<file path="src/rtl/core_inst_sequencer_if.sv">
// Host/core signal bundle for core_inst_sequencer: start/done handshake plus the core-facing inst bus.
// Carries the optional hold request when SEQ_HOLD_EN is defined.
interface core_inst_sequencer_if;
  logic        start;
  logic        mode;
  logic        busy;
  logic        done;
  logic        core_rst;
  logic        core_mode;
  logic [34:0] inst;
`ifdef SEQ_HOLD_EN
  logic        hold;

  modport master (output start, mode, hold, input busy, done, core_rst, core_mode, inst);
  modport slave  (input start, mode, hold, output busy, done, core_rst, core_mode, inst);
`else
  modport master (output start, mode, input busy, done, core_rst, core_mode, inst);
  modport slave  (input start, mode, output busy, done, core_rst, core_mode, inst);
`endif
endinterface

</file>
<file path="src/rtl/core_inst_sequencer.sv">
// Generates the core inst bus for one conv layer tile: per-kij weight/activation/execute/drain/writeback, then psum accumulate + ReLU.
// Define SEQ_HOLD_EN to add a hold input that freezes the sequence and idles the bus.
//
// state      | meaning
// S_IDLE     | waiting for start
// S_RST      | core_rst pulse before each kij
// S_W_L0     | weight xmem reads, l0_wr one cycle behind
// S_W_LOAD   | L0 -> PE weight load
// S_GAP      | idle after weight load
// S_A_L0     | activation xmem reads, l0_wr one cycle behind
// S_EXEC     | execute from L0
// S_DRAIN    | idle while the array drains
// S_OFIFO    | ofifo_rd, pmem write one cycle behind
// S_ACC_RST  | core_rst before each output accumulation
// S_ACC_RD   | KK pmem reads, acc one cycle behind
// S_ACC_RELU | relu for the current output
// S_DONE     | done pulse
module core_inst_sequencer #(
  parameter int KSIZE    = 3,
  parameter int A_DIM    = 6,
  parameter int COL      = 8,
  parameter int W_BASE   = 1024,
  parameter int W_STRIDE = 16,
  parameter int RST_CYC  = 10,
  parameter int GAP_CYC  = 10
) (
  input  logic                  clk,
  input  logic                  reset,
  core_inst_sequencer_if.slave  bus
);
  localparam int KK    = KSIZE * KSIZE;
  localparam int NIJ   = A_DIM * A_DIM;
  localparam int O_DIM = A_DIM - KSIZE + 1;
  localparam int NONIJ = O_DIM * O_DIM;
  localparam int AW    = 11;
  localparam int M1    = (RST_CYC > GAP_CYC) ? RST_CYC : GAP_CYC;
  localparam int M2    = (NIJ + 1 > 2 * COL + 1) ? NIJ + 1 : 2 * COL + 1;
  localparam int M3    = (M1 > M2) ? M1 : M2;
  localparam int CMAX  = (M3 > KK + 1) ? M3 : KK + 1;
  localparam int CW    = $clog2(CMAX + 1);
  localparam int KW    = $clog2(KK + 1);
  localparam int OW    = $clog2(NONIJ + 1);

  localparam int B_RELU     = 34;
  localparam int B_ACC      = 33;
  localparam int B_CEN_P    = 32;
  localparam int B_WEN_P    = 31;
  localparam int B_AP_LO    = 20;
  localparam int B_CEN_X    = 19;
  localparam int B_AX_LO    = 7;
  localparam int B_OFIFO_RD = 6;
  localparam int B_L0_RD    = 3;
  localparam int B_L0_WR    = 2;
  localparam int B_EXEC     = 1;
  localparam int B_LOAD     = 0;

  localparam logic [34:0] INST_IDLE = 35'h1_800C_0000;

  typedef enum logic [3:0] {
    S_IDLE, S_RST, S_W_L0, S_W_LOAD, S_GAP, S_A_L0, S_EXEC,
    S_DRAIN, S_OFIFO, S_ACC_RST, S_ACC_RD, S_ACC_RELU, S_DONE
  } state_t;

  state_t          state_q, state_d;
  logic [CW-1:0]   cnt_q, cnt_d;
  logic [KW-1:0]   kij_q, kij_d;
  logic [OW-1:0]   o_q, o_d;
  logic            mode_q, mode_d;
  logic            busy_q, busy_d;
  logic            done_q, done_d;
  logic            core_rst_q, core_rst_d;
  logic [34:0]     inst_q, inst_d;

  logic [CW-1:0]   n_words;
  logic [CW-1:0]   last_cnt;
  logic            cnt_last;
  logic            hold_act;
  logic [AW-1:0]   w_addr;
  logic [AW-1:0]   p_waddr;
  logic [AW-1:0]   p_raddr;

`ifdef SEQ_HOLD_EN
  // DONE is never frozen so the done pulse stays exactly one cycle
  assign hold_act = bus.hold && (state_q != S_IDLE) && (state_q != S_DONE);
`else
  assign hold_act = 1'b0;
`endif

  assign n_words = mode_q ? CW'(2 * COL) : CW'(COL);
  assign w_addr  = AW'(W_BASE + 32'(kij_q) * W_STRIDE + 32'(cnt_q));
  assign p_waddr = AW'(32'(kij_q) * NIJ + 32'(cnt_q) - 1);
  assign p_raddr = AW'((32'(o_q) / O_DIM) * A_DIM + 32'(o_q) % O_DIM
                       + (32'(cnt_q) / KSIZE) * A_DIM + 32'(cnt_q) % KSIZE
                       + 32'(cnt_q) * NIJ);

  always_comb begin
    last_cnt = '0;
    case (state_q)
      S_RST:            last_cnt = CW'(RST_CYC - 1);
      S_W_L0:           last_cnt = n_words;
      S_W_LOAD:         last_cnt = n_words - CW'(1);
      S_GAP:            last_cnt = CW'(GAP_CYC - 1);
      S_A_L0, S_OFIFO:  last_cnt = CW'(NIJ);
      S_EXEC, S_DRAIN:  last_cnt = CW'(NIJ - 1);
      S_ACC_RD:         last_cnt = CW'(KK);
      default:          last_cnt = '0;
    endcase
  end

  always_comb begin
    state_d  = state_q;
    cnt_d    = cnt_q;
    kij_d    = kij_q;
    o_d      = o_q;
    mode_d   = mode_q;
    cnt_last = (cnt_q == last_cnt);
    if (state_q == S_IDLE) begin
      if (bus.start) begin
        state_d = S_RST;
        cnt_d   = '0;
        kij_d   = '0;
        o_d     = '0;
        mode_d  = bus.mode;
      end
    end else if (!hold_act) begin
      if (!cnt_last) begin
        cnt_d = cnt_q + CW'(1);
      end else begin
        cnt_d = '0;
        case (state_q)
          S_RST:      state_d = S_W_L0;
          S_W_L0:     state_d = S_W_LOAD;
          S_W_LOAD:   state_d = S_GAP;
          S_GAP:      state_d = S_A_L0;
          S_A_L0:     state_d = S_EXEC;
          S_EXEC:     state_d = S_DRAIN;
          S_DRAIN:    state_d = S_OFIFO;
          S_OFIFO: begin
            if (kij_q == KW'(KK - 1)) begin
              state_d = S_ACC_RST;
            end else begin
              state_d = S_RST;
              kij_d   = kij_q + KW'(1);
            end
          end
          S_ACC_RST:  state_d = S_ACC_RD;
          S_ACC_RD:   state_d = S_ACC_RELU;
          S_ACC_RELU: begin
            if (o_q == OW'(NONIJ - 1)) begin
              state_d = S_DONE;
            end else begin
              state_d = S_ACC_RST;
              o_d     = o_q + OW'(1);
            end
          end
          default:    state_d = S_IDLE;
        endcase
      end
    end
  end

  // Consumers (l0_wr, pmem write, acc) trail their read by one counter step
  always_comb begin
    inst_d     = INST_IDLE;
    core_rst_d = 1'b0;
    if (!hold_act) begin
      case (state_q)
        S_RST, S_ACC_RST: core_rst_d = 1'b1;
        S_W_L0: begin
          if (cnt_q < n_words) begin
            inst_d[B_CEN_X]         = 1'b0;
            inst_d[B_AX_LO +: AW]   = w_addr;
          end
          inst_d[B_L0_WR] = (cnt_q != '0);
        end
        S_W_LOAD: begin
          inst_d[B_L0_RD] = 1'b1;
          inst_d[B_LOAD]  = 1'b1;
        end
        S_A_L0: begin
          if (cnt_q < CW'(NIJ)) begin
            inst_d[B_CEN_X]         = 1'b0;
            inst_d[B_AX_LO +: AW]   = AW'(cnt_q);
          end
          inst_d[B_L0_WR] = (cnt_q != '0);
        end
        S_EXEC: begin
          inst_d[B_L0_RD] = 1'b1;
          inst_d[B_EXEC]  = 1'b1;
        end
        S_OFIFO: begin
          inst_d[B_OFIFO_RD] = (cnt_q < CW'(NIJ));
          if (cnt_q != '0) begin
            inst_d[B_CEN_P]       = 1'b0;
            inst_d[B_WEN_P]       = 1'b0;
            inst_d[B_AP_LO +: AW] = p_waddr;
          end
        end
        S_ACC_RD: begin
          if (cnt_q < CW'(KK)) begin
            inst_d[B_CEN_P]       = 1'b0;
            inst_d[B_AP_LO +: AW] = p_raddr;
          end
          inst_d[B_ACC] = (cnt_q != '0);
        end
        S_ACC_RELU: inst_d[B_RELU] = 1'b1;
        default: ;
      endcase
    end
  end

  assign busy_d = (state_d != S_IDLE);
  assign done_d = (state_d == S_DONE);

  always_ff @(posedge clk or negedge reset) begin
    if (!reset) begin
      state_q    <= S_IDLE;
      cnt_q      <= '0;
      kij_q      <= '0;
      o_q        <= '0;
      mode_q     <= 1'b0;
      busy_q     <= 1'b0;
      done_q     <= 1'b0;
      core_rst_q <= 1'b1;
      inst_q     <= INST_IDLE;
    end else begin
      state_q    <= state_d;
      cnt_q      <= cnt_d;
      kij_q      <= kij_d;
      o_q        <= o_d;
      mode_q     <= mode_d;
      busy_q     <= busy_d;
      done_q     <= done_d;
      core_rst_q <= core_rst_d;
      inst_q     <= inst_d;
    end
  end

  assign bus.busy      = busy_q;
  assign bus.done      = done_q;
  assign bus.core_rst  = core_rst_q;
  assign bus.core_mode = mode_q;
  assign bus.inst      = inst_q;
endmodule
</file>
<file path="src/flat_wrapper.sv">
// flat-port wrapper written by rule: the top's interface ports become plain ports
module core_inst_sequencer_flat 
#(
  parameter int KSIZE    = 3,
  parameter int A_DIM    = 6,
  parameter int COL      = 8,
  parameter int W_BASE   = 1024,
  parameter int W_STRIDE = 16,
  parameter int RST_CYC  = 10,
  parameter int GAP_CYC  = 10
)
  (clk, reset, bus_start, bus_mode, bus_busy, bus_done, bus_core_rst, bus_core_mode, bus_inst);
  core_inst_sequencer_if bus_i ();
  input  logic clk;
  input  logic reset;
  input wire logic [$bits(bus_i.start)-1:0] bus_start;
  input wire logic [$bits(bus_i.mode)-1:0] bus_mode;
  output wire logic [$bits(bus_i.busy)-1:0] bus_busy;
  output wire logic [$bits(bus_i.done)-1:0] bus_done;
  output wire logic [$bits(bus_i.core_rst)-1:0] bus_core_rst;
  output wire logic [$bits(bus_i.core_mode)-1:0] bus_core_mode;
  output wire logic [$bits(bus_i.inst)-1:0] bus_inst;
  assign bus_i.start = bus_start;
  assign bus_i.mode = bus_mode;
  assign bus_busy = bus_i.busy;
  assign bus_done = bus_i.done;
  assign bus_core_rst = bus_i.core_rst;
  assign bus_core_mode = bus_i.core_mode;
  assign bus_inst = bus_i.inst;
  core_inst_sequencer #(.KSIZE(KSIZE), .A_DIM(A_DIM), .COL(COL), .W_BASE(W_BASE), .W_STRIDE(W_STRIDE), .RST_CYC(RST_CYC), .GAP_CYC(GAP_CYC)) u_core (.clk(clk), .reset(reset), .bus(bus_i));
endmodule
</file>
<file path="config.mk">
export PLATFORM = sky130hd
export DESIGN_NAME = core_inst_sequencer_flat
export DESIGN_NICKNAME = d
export VERILOG_FILES = /design/src/rtl/core_inst_sequencer_if.sv /design/src/rtl/core_inst_sequencer.sv /design/src/flat_wrapper.sv
export SDC_FILE = /design/constraint.sdc
export NUM_CORES = 1
export LEC_CHECK = 0
export ABC_AREA = 1
export CAP_MARGIN = 25
export CORE_AREA = 10 10 141 143
export DETAILED_ROUTE_END_ITERATION = 6
export DIE_AREA = 0 0 151 153
export DONT_BUFFER_PORTS = 1
export PLACE_DENSITY = 0.49
export SYNTH_ARGS = -nofsm -noshare
export SYNTH_HDL_FRONTEND = slang
export SYNTH_SLANG_ARGS = --single-unit
</file>
<file path="constraint.sdc">
create_clock -name clk -period 11.9 [get_ports clk]
set_input_delay 0.595 -clock clk [delete_from_list [all_inputs] [get_ports clk]]
set_output_delay 0.595 -clock clk [all_outputs]
set_load 0.01 [all_outputs]
</file>
Word-level counts from Yosys, hierarchy flattened
Index checks and enable logic that the tools add are counted. Widths: inputs -> output; s select.

Reductions and logical operators: 15. $add $sub $neg: 12. Div/mod/pow operators: 2. $mul: 4. Equal/unequal tests: 18. Mux-type cells: 41. Order comparisons: 3.

Operators by type and width (number): $pmux 11 s2 (2); $pmux 4 s11 (1); $mux 4 (9); $add 11x11->11 (3); $div 6x2->32 const B (1); $mod 6x2->32 const B (1); $mul 32x2->10 const B (1); $mux 5 (6); $pmux 6 s5 (1); $eq 4x4->1 const B (6); $mux 6 (4); $mux 11 (2); $eq 4x3->1 const B (4); $mux 13 (1); $mux 1 (12); $add 10x6->11 (1); $add 11x2->11 (1); $add 11x6->11 (1); $add 11x8->11 const A (1); $sub 11x1->11 const B (1); $reduce_or 2->1 (5); $mul 6x4->9 const B (1); $eq 4x2->1 const B (2); $mul 4x4->8 const B (1); other kinds (22) (27).

Output and inout bits: 39. Bits of input ports: 4. Flip-flop bits (word level): 55. Logic and storage cells: 104.

Depth between registers and ports, before layout
Gate-level depths: netlist of the first run.

Word-level depth: 7. Gate-level depth with buffers: 46.

Worst setup path before layout of the first run
Ideal clock, no wire load.

Path type: register to register. Start: register u_core.cnt_q[4]. End: register u_core.inst_q[29] (netlist: u_core.bus.inst[29]). Data arrival time: 6243 ps. Library setup time: 129 ps. Slack: 5528 ps. Clock period less this slack: 6372 ps. Stages on the path, launching flop included: 45. Cell sequence: dfrtp_1 > buf_6 > clkbuf_1 > ha_1 > inv_1 > nand2_1 > nand2_2 > nand3_2 > nand2_2 > nand3_2 > nand2_2 > nand2_2 > nand2_1 > inv_1 > ha_1 > inv_1 > nand3_1 > nor2_1 > (+9 left out) > fa_1 > xnor2_1 > fa_1 > fa_1 > inv_1 > ha_1 > nand3_1 > and2_1 > nor2_1 > nor2_1 > o21bai_1 > nand2_1 > inv_1 > nor2_1 > o21bai_1 > a21oi_1 > o21ai_0 > o21ai_0.

Longest elaborated chain between the ends: 7. Elaborated cells on any way between the ends: 14.

Ends and longest elaborated chain: start: declaration (RTL line core_inst_sequencer.sv:65) `logic [CW-1:0] cnt_q, cnt_d;`; start signal: assignment (RTL line core_inst_sequencer.sv:228) `cnt_q <= cnt_d;`; $div 6x2->32 (RTL line core_inst_sequencer.sv:93) `+ (32'(cnt_q) / KSIZE) * A_DIM + 32'(cnt_q) % KSIZE`; $mul 32x2->10 (RTL line core_inst_sequencer.sv:93); $add 11x11->11 (2 in series) (RTL line core_inst_sequencer.sv:93); $add 11x11->11 (RTL line core_inst_sequencer.sv:94) `+ 32'(cnt_q) * NIJ);`; $mux 11 (RTL line core_inst_sequencer.sv:200) `if (cnt_q < CW'(KK)) begin`; $pmux 11 s2 (*) (RTL line core_inst_sequencer.sv:167) `case (state_q)`; named net u_core.inst_d[29] (RTL line core_inst_sequencer.sv:72) `logic [34:0] inst_q, inst_d;`; end signal: assignment (RTL line core_inst_sequencer.sv:235) `inst_q <= inst_d;`; end: declaration (RTL line core_inst_sequencer.sv:72).

Mark *: on every way through the listed nets, which the timed path passes. The rest lies on a longest branch. A chain may end at the register's enable or synchronous reset.

Final worst setup path of the first run
Ends and elaborated chain as after synthesis.

==> out/results.ini, run 1 <==
[grt]
use_met3_pct=1.151
grt_overflow=0
grt_start_max_net_pins=51
grt_pass1_wl_um=20820
grt_pass1_vias=4005
grt_use_total_pct=11.17
grt_busiest_layer=met2
use_met2_pct=19.13
grt_antenna_before_repair=0
met1_usage_pct=13.80

[floorplan]
dieArea_um2=23100
core_area_um2=17060
start_util_pct=29.36
fp.dieH_um=153
rows=48
ios=43
die_w_um=151

[clock_tree]
cts_max_level=2
clk_latency_ns=0.30
cts-hold-fix-buffers=1
path_clk_slew_ns=0.07
cts-root-buf=clkbuf_16
cts_setup_buffers=0
clockBufferDepth=2
cts.repair.resized=0
numCtsBuffers=5
cts_sinks=54
cts_tree=built

[timing]
rsz0062_at_grt=no
relSlewSlack_pct=58.77
finalHoldViolCount=0
finClkSkew_ns=0.01021
finalSetupTns_ns=0
finalCriticalPeriod_ns=7.229
report.final.setup_viol=0
slew_viol_final=0
period_share_pct=60.75
max_freq_ghz=0.1383
worstMarginPinSlew_ns=0.6184

[cells_and_area]
fill_cells=1824
insertedDiodeCount=0
syn_to_final_growth_pct=7.946
nets=718
drive_gt1_share_pct=7.595

[placed_design]
place_congestion=0.8205
numPortBuffers=0
dp_hpwl_um=10410

[critical_path]
critPathLaunchType=register
endpoint_kind=register
critPathRequiredTime_ns=12.06
critPathMaxFanout=16
rrSetupSlack_ns=4.67
worstPathArrival_ns=7.39
reg2reg_depth=42
crit_path_top_delay_cell=dfrtp_1
crit_top_cell=inv_1
critical_path_class=reg -> reg
max_stage_delay_ns=0.74

[detailed_routing]
vias=4060
drc=0
drt_iter0_drc=275
routed_via_density=4.737
routed_wl_um=12960
first_pass_iters=4
antenna_left=0
wire_per_inst_um=15.12

[hold_path]
hold_path_class=in -> async

[synth]
synthArstFlopShare_pct=100.0
yosys.cell_types.count=47
syn_inst=632
synth-seq-area-share_pct=27.09
yosys_warnings=0
synth-seq-cells=54
synthFlopType=dfrtp_1
synth_edf_count=0
netlist_area_um2=5007
syn_area_per_cell_um2=7.923

[run]
cap_viol_max_count=0

[run_status]
outcome=finished, final reports clean

## worst max-delay path: cells and delay by family (launching register included)
family                     cells  cell delay [ns]
AOI/OAI and AO/OA              5             0.58
xor gates and xnor gates       1             0.22
adders and majority gates      8             2.77
buffers and inverters          7             0.52
DFF                            1             0.74
and+or+nand+nor               21             2.25
## registers in the layout (all words and copies together) (netlist names)
signal and cells:
u_core.bus.inst 31, u_core.bus.done 1, u_core.bus.core_rst 1, u_core.kij_q 4, u_core.cnt_q 6, u_core.bus.busy 1
u_core.bus.core_mode 1, u_core.o_q 5, u_core.state_q 4
## final cells by class
cell class	instances	area [um^2]	area share (%)
Inverter	121	456.7	8.449
Sequential cell	54	1356	25.09
Timing Repair Buffer	1	27.53	0.5093
Tap cell	225	281.5	5.208
Clock buffer	6	138.9	2.569
Multi-Input combinational cell	448	3127	57.85
Clock inverter	2	17.52	0.3241
## final timing paths
kind                                             startpoint                                to
worst min register to register    u_core.o_q[2]$_DFFE_PN0P_         u_core.o_q[2]$_DFFE_PN0P_
worst max-delay path            u_core.cnt_q[4]$_DFFE_PN0P_     u_core.bus.inst[29]$_DFF_PN0_
worst max register to register  u_core.cnt_q[4]$_DFFE_PN0P_     u_core.bus.inst[29]$_DFF_PN0_
max in group asynchronous                             reset     u_core.bus.inst[22]$_DFF_PN0_
min in group clk                                   bus_mode  u_core.bus.core_mode$_DFFE_PN0P_
worst min-delay path                                  reset     u_core.bus.core_rst$_DFF_PN1_
## synth_stat cells (all sizes together), types with 3 or more instances
cell | n | area [um^2]
o21bai | 3 | 22.52
fa | 18 | 360.4
buf | 9 | 67.56
nand3 | 57 | 345.3
a21oi | 29 | 148.9
o22ai | 10 | 62.56
nor2 | 47 | 215.2
o21ai | 39 | 195.2
nand2 | 112 | 465.4
inv | 119 | 449.2
dfrtp | 50 | 1251
xnor2 | 12 | 105.1
nor3 | 8 | 40.04
nand4 | 6 | 37.54
ha | 65 | 813.3
and2 | 3 | 18.77
dfstp | 4 | 105.1
o31ai | 3 | 22.52
xor2 | 15 | 131.4
## layer usage
layer | vias up | share of wire (%)
met4 | 0 | 3.2
met1 | 1941 | 44
met3 | 17 | 3.3
li1 | 2032 | -
met5 | - | 0
met2 | 70 | 49
## cell families (layout without fill, tap and decap cells)
group                      Yosys count  after routing  share of synthesized area [%]
AOI/OAI and AO/OA                   96             96                          10.87
and+or+nand+nor                    238            238                          23.11
DFF                                 54             54                          27.09
other                                2              4                         0.1500
adders and majority gates           83             83                          23.44
xor gates and xnor gates            27             27                          4.723
buffers and inverters              132            130                          10.62
## stage by stage
stage          instance area, um^2  setup WS, ns  hold slack (ns)  util, %  instances
3_3_place_gp                  5221         5.002           0.3012    30.61        848
5_1_grt                       5405         4.077           0.1175    31.69        857
2_1_floorplan                 5015         5.528           0.2994        -        634
6_report                      5405         4.671           0.1309    31.69        857
3_5_place_dp                  5221         4.717           0.3021    30.61        848
4_1_cts                       5405         4.680           0.1222    31.69        857
## cell usage in the layout (no fill, tap or decap), types with 8 or more instances in the layout
cell type	n
a21oi_1	28
o21ai_0	37
xnor2_1	12
o22ai_1	10
xor2_1	15
nand2_2	9
nor3_1	8
ha_1	65
inv_1	113
dfrtp_1	50
nand3_1	48
fa_1	18
nor2_1	41
nand2_1	100
Power of run 1 is not shown: default switching activity piles up to over one toggle a cycle in this logic, so the estimate is an artifact.
==> run 2, diff against run 1 <==
--- a/config.mk
+++ b/config.mk
@@ -11,7 +11,7 @@
 export DETAILED_ROUTE_END_ITERATION = 6
 export DIE_AREA = 0 0 151 153
 export DONT_BUFFER_PORTS = 1
-export PLACE_DENSITY = 0.49
+export PLACE_DENSITY = 0.5
 export SYNTH_ARGS = -nofsm -noshare
 export SYNTH_HDL_FRONTEND = slang
 export SYNTH_SLANG_ARGS = --single-unit
==> constraint.sdc (replaced) <==
create_clock -name clk -period 6.5 [get_ports clk]
set_input_delay 0.325 -clock clk [delete_from_list [all_inputs] [get_ports clk]]
set_output_delay 0.325 -clock clk [all_outputs]
set_load 0.01 [all_outputs]
==> run 2 against run 1 <==
Effect of this change: utilization grew 1.9 points; non-clock buffer count grew 27; design area grew 5.9%; count of clock-buffer cells in the layout shrank 1; worst hold slack gained 0.054 ns; setup slack lost 4.4 ns; critical endpoint unchanged; fmax grew 17%; critical path depth is the same; global-route usage shrank 0.31 points.
==> out/results.ini, run 2 (synthesis results as in run 1) <==
[floorplan]
rows=48  ; unchanged
ios=43  ; unchanged
die_w_um=151  ; unchanged
core_area_um2=17060  ; unchanged
dieArea_um2=23100  ; unchanged
start_util_pct=29.36  ; unchanged
fp.dieH_um=153  ; unchanged

[hold_path]
min_path_cells=2
hold_path_class=in -> reg

[clock_tree]
cts_max_level=2  ; unchanged
cts_tree=built
numCtsBuffers=5  ; unchanged
cts_sinks=54  ; unchanged
clockBufferDepth=2  ; unchanged
cts-root-buf=clkbuf_16
clk_latency_ns=0.30  ; about the same
path_clk_slew_ns=0.07  ; about the same

[cells_and_area]
final_area_um2=5724  ; +5.9%
insertedDiodeCount=0  ; unchanged
syn_to_final_growth_pct=14.32
final_common_cell=inv_1
largest_reg_flops=31  ; unchanged
nets=745  ; +3.8%
drive_gt1_share_pct=13.68  ; +6.1 points
final_cell_mix=inv_1 (109), nand2_1 (98), ha_1 (61), dfrtp_1 (50), nand3_1 (45)

[critical_path]
critPathRequiredTime_ns=6.68  ; -5.38 ns
crit_top_cell=nand2_2
critical_path_class=reg -> reg
max_stage_delay_ns=0.57  ; -0.17 ns
critPathMaxFanout=5  ; -11
reg2reg_depth=42  ; unchanged
critPathLaunchType=register
worstPathArrival_ns=6.37  ; -1.02 ns
endpoint_kind=register
crit_path_top_delay_cell=fa_1

[placed_design]
dpl_cell_area_um2=5304  ; +1.6%
place_congestion=0.8811  ; +7.4%
dp_hpwl_um=10490  ; +0.74%
pre_cts_ws_ns=0.01795  ; -4.699 ns
numPortBuffers=0  ; unchanged

[grt]
grt_start_max_net_pins=55  ; +7.8%
grt_antenna_before_repair=0  ; unchanged
grt_pass1_wl_um=20470  ; -1.7%
grt_use_total_pct=10.86  ; -0.31 points
grt_pass1_vias=3965  ; -1.0%
grt_overflow=0  ; unchanged

[run_status]
outcome=finished, final reports clean

[detailed_routing]
first_pass_iters=6  ; +2
vias=4160  ; +2.5%
drt_iter0_drc=214  ; -22%
routed_via_density=4.711  ; -0.55%
routed_wl_um=13110  ; +1.1%
wire_per_inst_um=14.85  ; -1.8%
antenna_left=0  ; unchanged
drc=0  ; unchanged

[timing]
whs_ns=0.1848  ; +0.05394 ns
max_freq_ghz=0.1617  ; +17%
report.final.setup_viol=0  ; unchanged
slew_viol_final=0  ; unchanged
finalCriticalPeriod_ns=6.183  ; -1.046 ns
period_share_pct=95.12  ; +34 points
worstMarginPinSlew_ns=0.5160  ; -0.1024 ns
relSlewSlack_pct=65.56  ; +6.8 points
finClkSkew_ns=0.006208  ; -0.004006 ns
setup_slack_ns=0.3175  ; -4.354 ns
finalHoldViolCount=0  ; unchanged

[run]
cap_viol_max_count=0  ; unchanged

run 2: cell types whose count changed in the layout (fill, tap and decap cells not counted), moves of 3 or more:
| cell | delta |
|---|---|
| inv_2 | +4 |
| nand3_1 | -3 |
| ha_1 | -4 |
| buf_4 | +25 |
| ha_4 | +3 |
| inv_1 | -4 |
run 2: area by class of cell:
class	instances	area [um^2]
fillers	1809	11330
repair buffers	28	236.5
inverters	121	459.2
multi-input cells	448	3227
flip-flops and latches	54	1356
clock inverters	2	38.79
well taps	225	281.5
clock buffers	5	125.1
run 2: stage by stage:
| step | TNS [ns] | utilization (%) | std cells |
|---|---|---|---|
| global placement | 0 | 31.10 | 859 |
| CTS | 0 | 32.29 | 868 |
| detailed placement | 0 | 31.10 | 859 |
| global route | -0.07638 | 33.56 | 883 |
| finish | 0 | 33.56 | 883 |
| floorplan | 0 | - | 634 |
run 2: repair_timing:
action,in CTS,in global routing
gates cloned,0,0
setup buffers,0,15
pin swaps,0,16
setup endpoints to repair,1,4
hold buffers,2,0
hold endpoints to repair,54,0
resized for setup,1,26
run 2: path summary, 6_finish.rpt:
path	start	to	slack [ns]
setup / recovery	u_core.cnt_q[5]$_DFFE_PN0P_	u_core.bus.inst[29]$_DFF_PN0_	0.32
hold / removal	bus_mode	u_core.bus.core_mode$_DFFE_PN0P_	0.18
setup reg to reg	u_core.cnt_q[5]$_DFFE_PN0P_	u_core.bus.inst[29]$_DFF_PN0_	0.32
hold reg to reg	u_core.o_q[2]$_DFFE_PN0P_	u_core.o_q[2]$_DFFE_PN0P_	0.62
max in group asynchronous	reset	u_core.bus.inst[31]$_DFF_PN1_	5.64
min in group asynchronous	reset	u_core.state_q[3]$_DFF_PN0_	0.57
run 2: worst max-delay path: cells and delay by family (launching register included):
kind	cells	cell delay [ns]
DFF	1	0.38
and+or+nand+nor	21	1.90
buffers and inverters	8	0.49
AOI/OAI and AO/OA	5	0.60
adders and majority gates	8	2.66
run 2: layer usage:
| metal | global-route usage [%] | vias up | wire [um] |
|---|---|---|---|
| li1 | - | 2091 | - |
| met4 | 2.889 | 0 | 161 |
| met1 | 13.89 | 1974 | 5861 |
| met3 | 1.063 | 8 | 475 |
| met2 | 18.86 | 87 | 6610 |
| met5 | 0 | - | 0 |
Power of run 2 is left out for the same reason.
